--- src/rtl/sumres_pkg.sv ---
`default_nettype none
// ============================================================================
// Module   : sumres_pkg
// Purpose  : Shared types and constants for the bit-serial adder/subtractor.
// Revision : 1.0 - initial release
// ============================================================================
package sumres_pkg;

  // Sequencer states of the serial datapath
  typedef enum logic [1:0] {
    IDLE  = 2'd0,
    SHIFT = 2'd1,
    DONE  = 2'd2
  } state_t;

  // Cin doubles as the operation select
  localparam logic MODE_ADD = 1'b0;
  localparam logic MODE_SUB = 1'b1;

  // Bit counter width; never narrower than one bit
  function automatic int cnt_width(input int w);
    return (w < 2) ? 1 : $clog2(w);
  endfunction

endpackage
`default_nettype wire

--- src/rtl/sumador_completo_1bit.sv ---
`default_nettype none
// ============================================================================
// Module   : sumador_completo_1bit
// Purpose  : Combinational one-bit full adder cell used by the serial datapath.
// Revision : 1.0 - initial release
// ============================================================================
module sumador_completo_1bit (
  input  logic a,
  input  logic b,
  input  logic ci,
  output logic s,
  output logic co
);

  assign s  = a ^ b ^ ci;
  assign co = (a & b) | (a & ci) | (b & ci);

endmodule
`default_nettype wire

--- src/rtl/sumador_restador_serial.sv ---
`default_nettype none
// ============================================================================
// Module   : sumador_restador_serial
// Purpose  : Bit-serial WIDTH-bit adder/subtractor, LSB first, one bit per
//            clock through a single full-adder cell, behind a start/busy/done
//            handshake. Cin=0 adds, Cin=1 computes A + ~B + 1.
// Options  : SUMRES_OVF_EN - adds the 'ovf' signed-overflow result port.
// Revision : 1.0 - initial release
// ============================================================================
module sumador_restador_serial
  import sumres_pkg::*;
#(
  parameter int WIDTH = 4  // legal range 2..16
) (
  input  logic             clk,
  input  logic             rst,
  input  logic             start,
  input  logic [WIDTH-1:0] A,
  input  logic [WIDTH-1:0] B,
  input  logic             Cin,
  output logic             busy,
  output logic             done,
  output logic [WIDTH-1:0] S,
  output logic             Cout
`ifdef SUMRES_OVF_EN
  ,
  output logic             ovf
`endif
);

  localparam int             CW   = cnt_width(WIDTH);
  localparam logic [CW-1:0]  LAST = CW'(WIDTH - 1);

  state_t           state;
  state_t           state_nx;

  logic [WIDTH-1:0] a_sr;
  logic [WIDTH-1:0] b_sr;
  logic [WIDTH-2:0] res_sr;   // low result bits collected so far
  logic [WIDTH-1:0] res_cat;  // result bits including the one produced now
  logic             carry;
  logic [CW-1:0]    count;

  logic             accept;
  logic             last_bit;
  logic             fa_s;
  logic             fa_co;

  // A request is only honoured when no operation is in flight
  assign accept   = start && (state != SHIFT);
  assign last_bit = (state == SHIFT) && (count == LAST);
  assign res_cat  = {fa_s, res_sr};

  sumador_completo_1bit u_fa (
    .a  (a_sr[0]),
    .b  (b_sr[0]),
    .ci (carry),
    .s  (fa_s),
    .co (fa_co)
  );

  // State register
  always_ff @(posedge clk) begin
    if (rst) begin
      state <= IDLE;
    end else begin
      state <= state_nx;
    end
  end

  // Next-state and handshake outputs
  always_comb begin
    state_nx = state;
    busy     = 1'b0;
    done     = 1'b0;
    case (state)
      IDLE: begin
        if (start) begin
          state_nx = SHIFT;
        end
      end
      SHIFT: begin
        busy = 1'b1;
        if (count == LAST) begin
          state_nx = DONE;
        end
      end
      DONE: begin
        done     = 1'b1;
        state_nx = start ? SHIFT : IDLE;
      end
      default: begin
        state_nx = IDLE;
      end
    endcase
  end

  // Operand shift registers, running carry and bit counter
  always_ff @(posedge clk) begin
    if (rst) begin
      a_sr   <= '0;
      b_sr   <= '0;
      res_sr <= '0;
      carry  <= 1'b0;
      count  <= '0;
    end else if (accept) begin
      a_sr   <= A;
      b_sr   <= (Cin == MODE_SUB) ? ~B : B;
      carry  <= (Cin == MODE_SUB);
      count  <= '0;
      res_sr <= '0;
    end else if (state == SHIFT) begin
      a_sr   <= a_sr >> 1;
      b_sr   <= b_sr >> 1;
      carry  <= fa_co;
      res_sr <= res_cat[WIDTH-1:1];
      count  <= count + CW'(1);
    end
  end

  // Result capture on the final bit; held until the next completion
  always_ff @(posedge clk) begin
    if (rst) begin
      S    <= '0;
      Cout <= 1'b0;
`ifdef SUMRES_OVF_EN
      ovf  <= 1'b0;
`endif
    end else if (last_bit) begin
      S    <= res_cat;
      Cout <= fa_co;
`ifdef SUMRES_OVF_EN
      // carry into the MSB cell differs from carry out of it
      ovf  <= carry ^ fa_co;
`endif
    end
  end

endmodule
`default_nettype wire

--- config.mk ---
export PLATFORM = sky130hd
export DESIGN_NAME = sumador_restador_serial
export DESIGN_NICKNAME = d
export VERILOG_FILES = /design/src/rtl/sumres_pkg.sv /design/src/rtl/sumador_completo_1bit.sv /design/src/rtl/sumador_restador_serial.sv
export SDC_FILE = /design/constraint.sdc
export NUM_CORES = 1
export LEC_CHECK = 0
export CORE_UTILIZATION = 53
export CTS_CLUSTER_DIAMETER = 60
export DETAILED_ROUTE_END_ITERATION = 8
export GPL_TIMING_DRIVEN = 0
export HOLD_SLACK_MARGIN = 0.02
export PLACE_DENSITY = 0.82
export SLEW_MARGIN = 20
export SYNTH_ARGS = -nofsm -noshare
export SYNTH_HDL_FRONTEND = slang
export SYNTH_SLANG_ARGS = --single-unit
--- constraint.sdc ---
create_clock -name clk -period 3.2 [get_ports clk]
set_clock_uncertainty 0.15 [all_clocks]
set_input_delay 0.64 -clock clk [delete_from_list [all_inputs] [get_ports clk]]
set_output_delay 0.64 -clock clk [all_outputs]
set_load 0.02 [all_outputs]
==> summary.md, run 1 <==
| Metric | Value |
|---|---|
| Outcome | `completed` |
| GRT Residual Overflow | `0` |
| Min Tclk post-route | `2.52 ns` |
| Worst vdd ir | `0.336 mV` |
| Yosys reg bits | `21` |
| DRC marker count from the first detailed-route iteration | `18` |
| Worst-Margin Slew | `0.501 ns` |
| Nets@finish | `135` |
| Final antenna-violating net count | `0` |
| FF-to-FF Start | `count[0]$_SDFFE_PP0P_` |
| Number of gates resized after CTS | `0` |
| Seq/Total Area, Yosys | `44.3%` |
| Max Slew Vio Count | `0` |
| Post-Route WL | `1820 µm` |
| I/O Buffers | `16` |
| Required time of the critical path | `2.41 ns` |
| Clock Sinks | `21` |
| Via count | `748` |
| Num ports | `19` |
| First-pass GRT wire length | `3040 µm` |
| Initial core utilization | `59.5%` |
| CTS clk-pin slew, worst paths | `0.11 ns` |
| Slew headroom | `66.6%` |
| Endpoint, Worst Hold | `S[0]$_SDFFE_PP0P_` |
| Reg power frac | `57.2%` |
| Comb power frac | `17.1%` |
| Final hold viol count | `0` |
| Power Total | `497 µW` |
| DIE AREA | `1960 µm²` |
| Clock root cell | `clkbuf_4` |
| WP data arrival | `1.73 ns` |
| Num rows | `14` |
| Critical-path maximum fanout | `10` |
| Setup Slack @ Placement | `1.02 ns` |
| Storage element area | `420 µm²` |
| Worst min-delay path class | `reg -> reg` |
| Via density per instance | `5.19` |
| Mapped Area | `948 µm²` |
| Setup crit end kind | `primary output` |
| HPWL after DPL | `1340 µm` |
| Most frequent cells in the layout | `dfxtp_1 (21), clkdlybuf4s50_1 (16), nand2_1 (12), a21oi_1 (10), nor2_1 (10)` |
| Crit path launch | `state[0]$_SDFFE_PP0P_` |
| Post-CTS Setup Bufs | `0` |
| Setup violators final | `0` |
| Initial antenna violation count | `0` |
| Reg2Reg Setup Slack | `1.79 ns` |
| GR Util All Layers | `21.6%` |
| Met1 usage | `26.2%` |
| Fin Hold WS | `0.319 ns` |
| Most common cell after layout, fill and taps aside | `dfxtp_1` |
| Height of the die | `44.3 µm` |
| Distinct cells, synth | `24` |
| MaxCap Viol Count | `0` |
| Grt met2 use | `35.3%` |
| Pre-antenna DRT Iters | `5` |
| DRC | `0` |
| CP Launch Type | `flop` |
| Gr busiest metal | `met2` |
| Fmax | `0.398 GHz` |
| CTS Hold Buffers Added | `0` |
| Internal power | `366 µW` |
| Hold path startpoint | `S[0]$_SDFFE_PP0P_` |
| CP Class | `reg -> out` |
| Vias in the first global route | `712` |
| Reg2reg path depth | `4` |
| Core area | `1590 µm²` |
| WHS Path Cells | `2` |
| CTS tree | `done` |
| Synthesized Nets | `114` |
| Leak pwr | `0.435 nW` |
| Yosys warns | `0` |
| Wire per inst | `12.6 µm` |
| GR Util met3 | `3.67%` |
| Bufs on Longest Clock Path | `2` |
| Die Width | `44.3 µm` |
| Pwr/cell area | `426 nW/µm²` |
| # diodes | `0` |
| Filler cells | `126` |
| H-tree Lvls | `1` |
| Area after DPL | `1140 µm²` |
| Setup TNS | `0 ns` |
| Area growth, synth to finish | `23.0%` |
| Syn Area/Cell | `9.48 µm²` |
| Clk pwr share | `25.6%` |
| Multi-input gate area | `459 µm²` |
| Sw Share | `26.4%` |
| Unrepaired setup endpoints after global routing | `false` |
| Psw | `131 µW` |
| Worst r2r dst | `S[1]$_SDFFE_PP0P_` |
| Post-route cell area | `1170 µm²` |
| Final worst slack | `0.685 ns` |
| Final GP Congestion | `0.728` |
| Share of post-route cells with drive strength above 1 | `12.5%` |
| Ratio of final minimum period to clock period | `78.6%` |
| Cell count after synthesis | `100` |
| Worst skew pair latency | `0.31 ns` |
| CTS buffer count | `3` |
| Pin count of the biggest net entering global routing | `13` |
[flip-flops by register name (all words and copies together) (netlist names)]
register / cells
res_sr: 3
Cout: 1
count: 2
a_sr: 4
S: 4
carry: 1
b_sr: 4
state: 2
[power groups by stage]
stage | Sequential [mW] | Combinational (mW) | Clock, mW
global route | 0.286 | 0.0940 | 0.140
finish | 0.284 | 0.0850 | 0.127
global placement | 0.289 | 0.0839 | 0
CTS | 0.285 | 0.0857 | 0.133
floorplan | 0.288 | 0.0605 | 0
detailed placement | 0.290 | 0.0850 | 0
[per-stage QoR]
stage / std cells / utilization [%]
global route: 144 / 73.2
floorplan: 100 / -
CTS: 144 / 73.2
global placement: 140 / 71.4
detailed placement: 140 / 71.4
finish: 144 / 73.2
[metal layers]
layer  vias to the layer above  part of all wire, %
li1                        385                    -
met1                       342                   46
met2                        16                   48
met3                         5                  3.7
met4                         0                  2.5
met5                         -                    0
[kinds of logic after synthesis]
kind of cell               after synthesis  synth area share, %
and+or+nand+nor                         37                 19.5
DFF                                     21                 44.3
adders and majority gates                2                 3.43
AOI/OAI and AO/OA                       22                 16.5
buffers and inverters                    9                 7.26
muxes                                    5                 5.28
xor gates and xnor gates                 4                 3.69
[Yosys cell counts]
cell type,n,area (µm²)
mux2i_1,5,50.1
xnor2_1,4,35.0
dfxtp_1,21,420
nand2b_4,1,13.8
buf_6,3,33.8
a21oi_1,10,50.1
a21oi_2,3,26.3
nand2_1,12,45.0
nand2b_1,1,6.26
buf_4,2,15.0
nor3_1,1,5.00
nand3b_1,6,45.0
buf_1,2,7.51
and2b_1,1,7.51
nand3_1,5,25.0
a2bb2oi_1,1,8.76
ha_1,1,12.5
a2111oi_2,1,15.0
a211oi_1,4,30.0
nor2_1,10,37.5
inv_6,1,8.76
fa_1,1,20.0
a211o_1,3,26.3
inv_1,1,3.75
[worst max path at each step]
stage,to,slack (ns),cells past startpoint
finish,busy,0.68,4
global route,busy,0.62,4
CTS,busy,0.66,4
detailed placement,busy,1.02,4
global placement,busy,1.04,4
floorplan,busy,1.71,3
[critical path: stages, from the launching register on]
cell             delay, ns
dfxtp_1               0.43
nand2b_4              0.12
inv_6                 0.11
buf_6                 0.15
clkdlybuf4s50_1       0.61
[area by class of cell]
type / instances / share of cell area, %
Buffer: 7 / 4.83
Clock buffer: 3 / 1.93
Clock inverter: 1 / 0.429
Inverter: 2 / 1.07
Multi-Input combinational cell: 70 / 39.4
Sequential cell: 21 / 36.1
Tap cell: 24 / 2.58
Timing Repair Buffer: 16 / 13.7
No activity file was read; power rests on OpenSTA's default activity.
==> run 2, diff against run 1 <==
--- a/config.mk
+++ b/config.mk
@@ -5,12 +5,13 @@
 export SDC_FILE = /design/constraint.sdc
 export NUM_CORES = 1
 export LEC_CHECK = 0
-export CORE_UTILIZATION = 53
+export CORE_ASPECT_RATIO = 0.7
+export CORE_UTILIZATION = 44
 export CTS_CLUSTER_DIAMETER = 60
 export DETAILED_ROUTE_END_ITERATION = 8
 export GPL_TIMING_DRIVEN = 0
 export HOLD_SLACK_MARGIN = 0.02
-export PLACE_DENSITY = 0.82
+export PLACE_DENSITY = 0.73
 export SLEW_MARGIN = 20
 export SYNTH_ARGS = -nofsm -noshare
 export SYNTH_HDL_FRONTEND = slang
==> constraint.sdc (replaced) <==
create_clock -name clk -period 2.1 [get_ports clk]
set_clock_uncertainty 0.15 [all_clocks]
set_input_delay 0.42 -clock clk [delete_from_list [all_inputs] [get_ports clk]]
set_output_delay 0.42 -clock clk [all_outputs]
set_load 0.02 [all_outputs]
==> run 2 against run 1 <==
  * Cell count decreased by 1.4%
  * Clock-buffer cell count is 1 higher
  * Register-to-register slack worse by 1.1 ns
  * Utilization down 13 points
  * Critical path depth is 2 lower
  * Non-clock buffer count unchanged
  * Worst setup slack got worse by 0.62 ns
==> summary.md, run 2 (synthesized netlist as in run 1, its figures left out) <==
| Metric | Value |
|---|---|
| Pre-antenna DRT Iters | `4 (was 5)` |
| Core area | `1940 µm² (was 1590 µm²)` |
| Bufs on Longest Clock Path | `2 (unchanged)` |
| Initial core utilization | `49.0% (was 59.5%)` |
| Post-route cell area | `1160 µm² (was 1170 µm²)` |
| Reg2Reg Setup Slack | `0.71 ns (was 1.79 ns)` |
| WP data arrival | `1.47 ns (was 1.73 ns)` |
| HPWL after DPL | `1400 µm (was 1340 µm)` |
| I/O Buffers | `16 (unchanged)` |
| Leak pwr | `0.435 nW (about the same)` |
| Via count | `773 (was 748)` |
| Nets@finish | `135 (unchanged)` |
| Area growth, synth to finish | `22.4% (was 23.0%)` |
| Worst vdd ir | `0.417 mV (was 0.336 mV)` |
| Reg2reg path depth | `4 (unchanged)` |
| GR Util All Layers | `17.8% (was 21.6%)` |
| Final hold viol count | `0 (unchanged)` |
| Slew headroom | `65.6% (was 66.6%)` |
| Most frequent cells in the layout | `dfxtp_1 (21), clkdlybuf4s50_1 (15), nand2_1 (12), a21oi_1 (10), nor2_1 (10) (was dfxtp_1 (21), clkdlybuf4s50_1 (16), nand2_1 (12), a21oi_1 (10), nor2_1 (10))` |
| FF-to-FF Start | `count[0]$_SDFFE_PP0P_ (unchanged)` |
| Setup crit end kind | `primary output (unchanged)` |
| CTS buffer count | `3 (unchanged)` |
| Pwr/cell area | `656 nW/µm² (was 426 nW/µm²)` |
| Required time of the critical path | `1.53 ns (was 2.41 ns)` |
| Cell count after placement | `138 (was 140)` |
| Worst skew pair latency | `0.31 ns (about the same)` |
| CP Launch Type | `flop (unchanged)` |
| Via density per instance | `5.44 (was 5.19)` |
| Crit path launch | `state[0]$_SDFFE_PP0P_ (unchanged)` |
| DRC | `0 (unchanged)` |
| Final GP Congestion | `0.719 (was 0.728)` |
| Pin count of the biggest net entering global routing | `12 (was 13)` |
| Outcome | `completed (unchanged)` |
| Ratio of final minimum period to clock period | `96.9%` |
| Post-CTS Setup Bufs | `0 (unchanged)` |
| First-pass GRT wire length | `2950 µm (was 3040 µm)` |
| Min Tclk post-route | `2.04 ns` |
| H-tree Lvls | `1 (unchanged)` |
| Unrepaired setup endpoints after global routing | `false (unchanged)` |
| Setup violators final | `0 (unchanged)` |
| Share of post-route cells with drive strength above 1 | `11.7% (was 12.5%)` |
| Vias in the first global route | `679 (was 712)` |
| Fin cells | `142 (was 144)` |
| Initial antenna violation count | `0 (unchanged)` |
| Most common cell after layout, fill and taps aside | `dfxtp_1 (unchanged)` |
| # diodes | `0 (unchanged)` |
| Critical-path maximum fanout | `4 (was 10)` |
| Area after DPL | `1140 µm² (about the same)` |
| Setup TNS | `0 ns (unchanged)` |
| CP Class | `reg -> out (unchanged)` |
| Final antenna-violating net count | `0 (unchanged)` |
| Critical Path End | `done (was busy)` |
| Worst-Margin Slew | `0.516 ns (was 0.501 ns)` |
| CTS Hold Buffers Added | `0 (unchanged)` |
| Height of the die | `40.8 µm (was 44.3 µm)` |
| DRC marker count from the first detailed-route iteration | `25 (was 18)` |
| Registers with the most flip-flops | `S: 4 flops, a_sr: 4 flops, b_sr: 4 flops (unchanged)` |
| Max Slew Vio Count | `0 (unchanged)` |
| Num ports | `19 (unchanged)` |
| CTS tree | `done (unchanged)` |
| Post-Route WL | `1900 µm (was 1820 µm)` |
| MaxCap Viol Count | `0 (unchanged)` |
| Worst r2r dst | `Cout$_SDFFE_PP0P_ (was S[1]$_SDFFE_PP0P_)` |
| DIE AREA | `2350 µm² (was 1960 µm²)` |
| Clock root cell | `clkbuf_4 (unchanged)` |
| Wire per inst | `13.4 µm (was 12.6 µm)` |
| Number of gates resized after CTS | `1 (was 0)` |
| GRT Residual Overflow | `0 (unchanged)` |
| CTS clk-pin slew, worst paths | `0.12 ns (was 0.11 ns)` |
| Die Width | `57.5 µm (was 44.3 µm)` |
| Worst min-delay path class | `in -> reg (was reg -> reg)` |
| Clock Sinks | `21 (unchanged)` |
| Num rows | `13 (was 14)` |
| Fmax | `0.491 GHz` |
-- run 2: final cells by class --
class / count / area, µm²
multi-input cells: 70 / 459
plain buffers: 7 / 56.3
flip-flops and latches: 21 / 420
inverters: 2 / 12.5
clock buffers: 4 / 26.3
fillers: 175 / 774
repair buffers: 16 / 159
well taps: 22 / 27.5
-- run 2: layer usage --
layer / vias to the layer above / GRT usage [%] / wire (µm)
met5: - / 0 / 0
met4: 0 / 3.66 / 17
met3: 5 / 6.62 / 97
met2: 14 / 34.6 / 928
met1: 368 / 19.4 / 857
li1: 386 / - / -
-- run 2: worst min-delay path by stage --
stage | startpoint | end | depth (start not counted)
after floorplan | res_sr[0]$_SDFFE_PP0P_ | S[0]$_SDFFE_PP0P_ | 2
after global placement | Cout$_SDFFE_PP0P_ | Cout$_SDFFE_PP0P_ | 2
after detailed placement | S[1]$_SDFFE_PP0P_ | S[1]$_SDFFE_PP0P_ | 2
after CTS | Cin | b_sr[3]$_SDFFE_PP0P_ | 3
after global routing | start | b_sr[0]$_SDFFE_PP0P_ | 3
final | Cin | b_sr[3]$_SDFFE_PP0P_ | 3
-- run 2: power by group --
group | total (mW) | switching (mW) | internal, mW
clock | 0.199 | 0.124 | 0.0743
sequential | 0.433 | 0.0138 | 0.419
combinational | 0.130 | 0.0643 | 0.0661
total | 0.762 | 0.202 | 0.559
-- run 2: worst max-delay path, cell delays in order (launching register included) --
cell and delay, ns:
dfxtp_1 0.37, and2b_1 0.20, clkdlybuf4s50_1 0.59
-- run 2: through the flow --
step / total power, mW / hold WS, ns / utilization, % / worst slack [ns]
after global placement: 0.570 / 0.295 / 58.7 / 0.167
after detailed placement: 0.573 / 0.306 / 58.7 / 0.167
final: 0.762 / 0.293 / 60.0 / 0.0646
after CTS: 0.767 / 0.300 / 60.0 / 0.0537
after global routing: 0.798 / 0.298 / 60.0 / 0.0153
after floorplan: 0.531 / 0.294 / - / 0.829
==> run 3, diff against run 2 <==
--- a/config.mk
+++ b/config.mk
@@ -12,7 +12,6 @@
 export GPL_TIMING_DRIVEN = 0
 export HOLD_SLACK_MARGIN = 0.02
 export PLACE_DENSITY = 0.73
-export SLEW_MARGIN = 20
 export SYNTH_ARGS = -nofsm -noshare
 export SYNTH_HDL_FRONTEND = slang
 export SYNTH_SLANG_ARGS = --single-unit
==> results of run 3 <==
No change in the layout: final DEF, timing and power equal those of run 2.
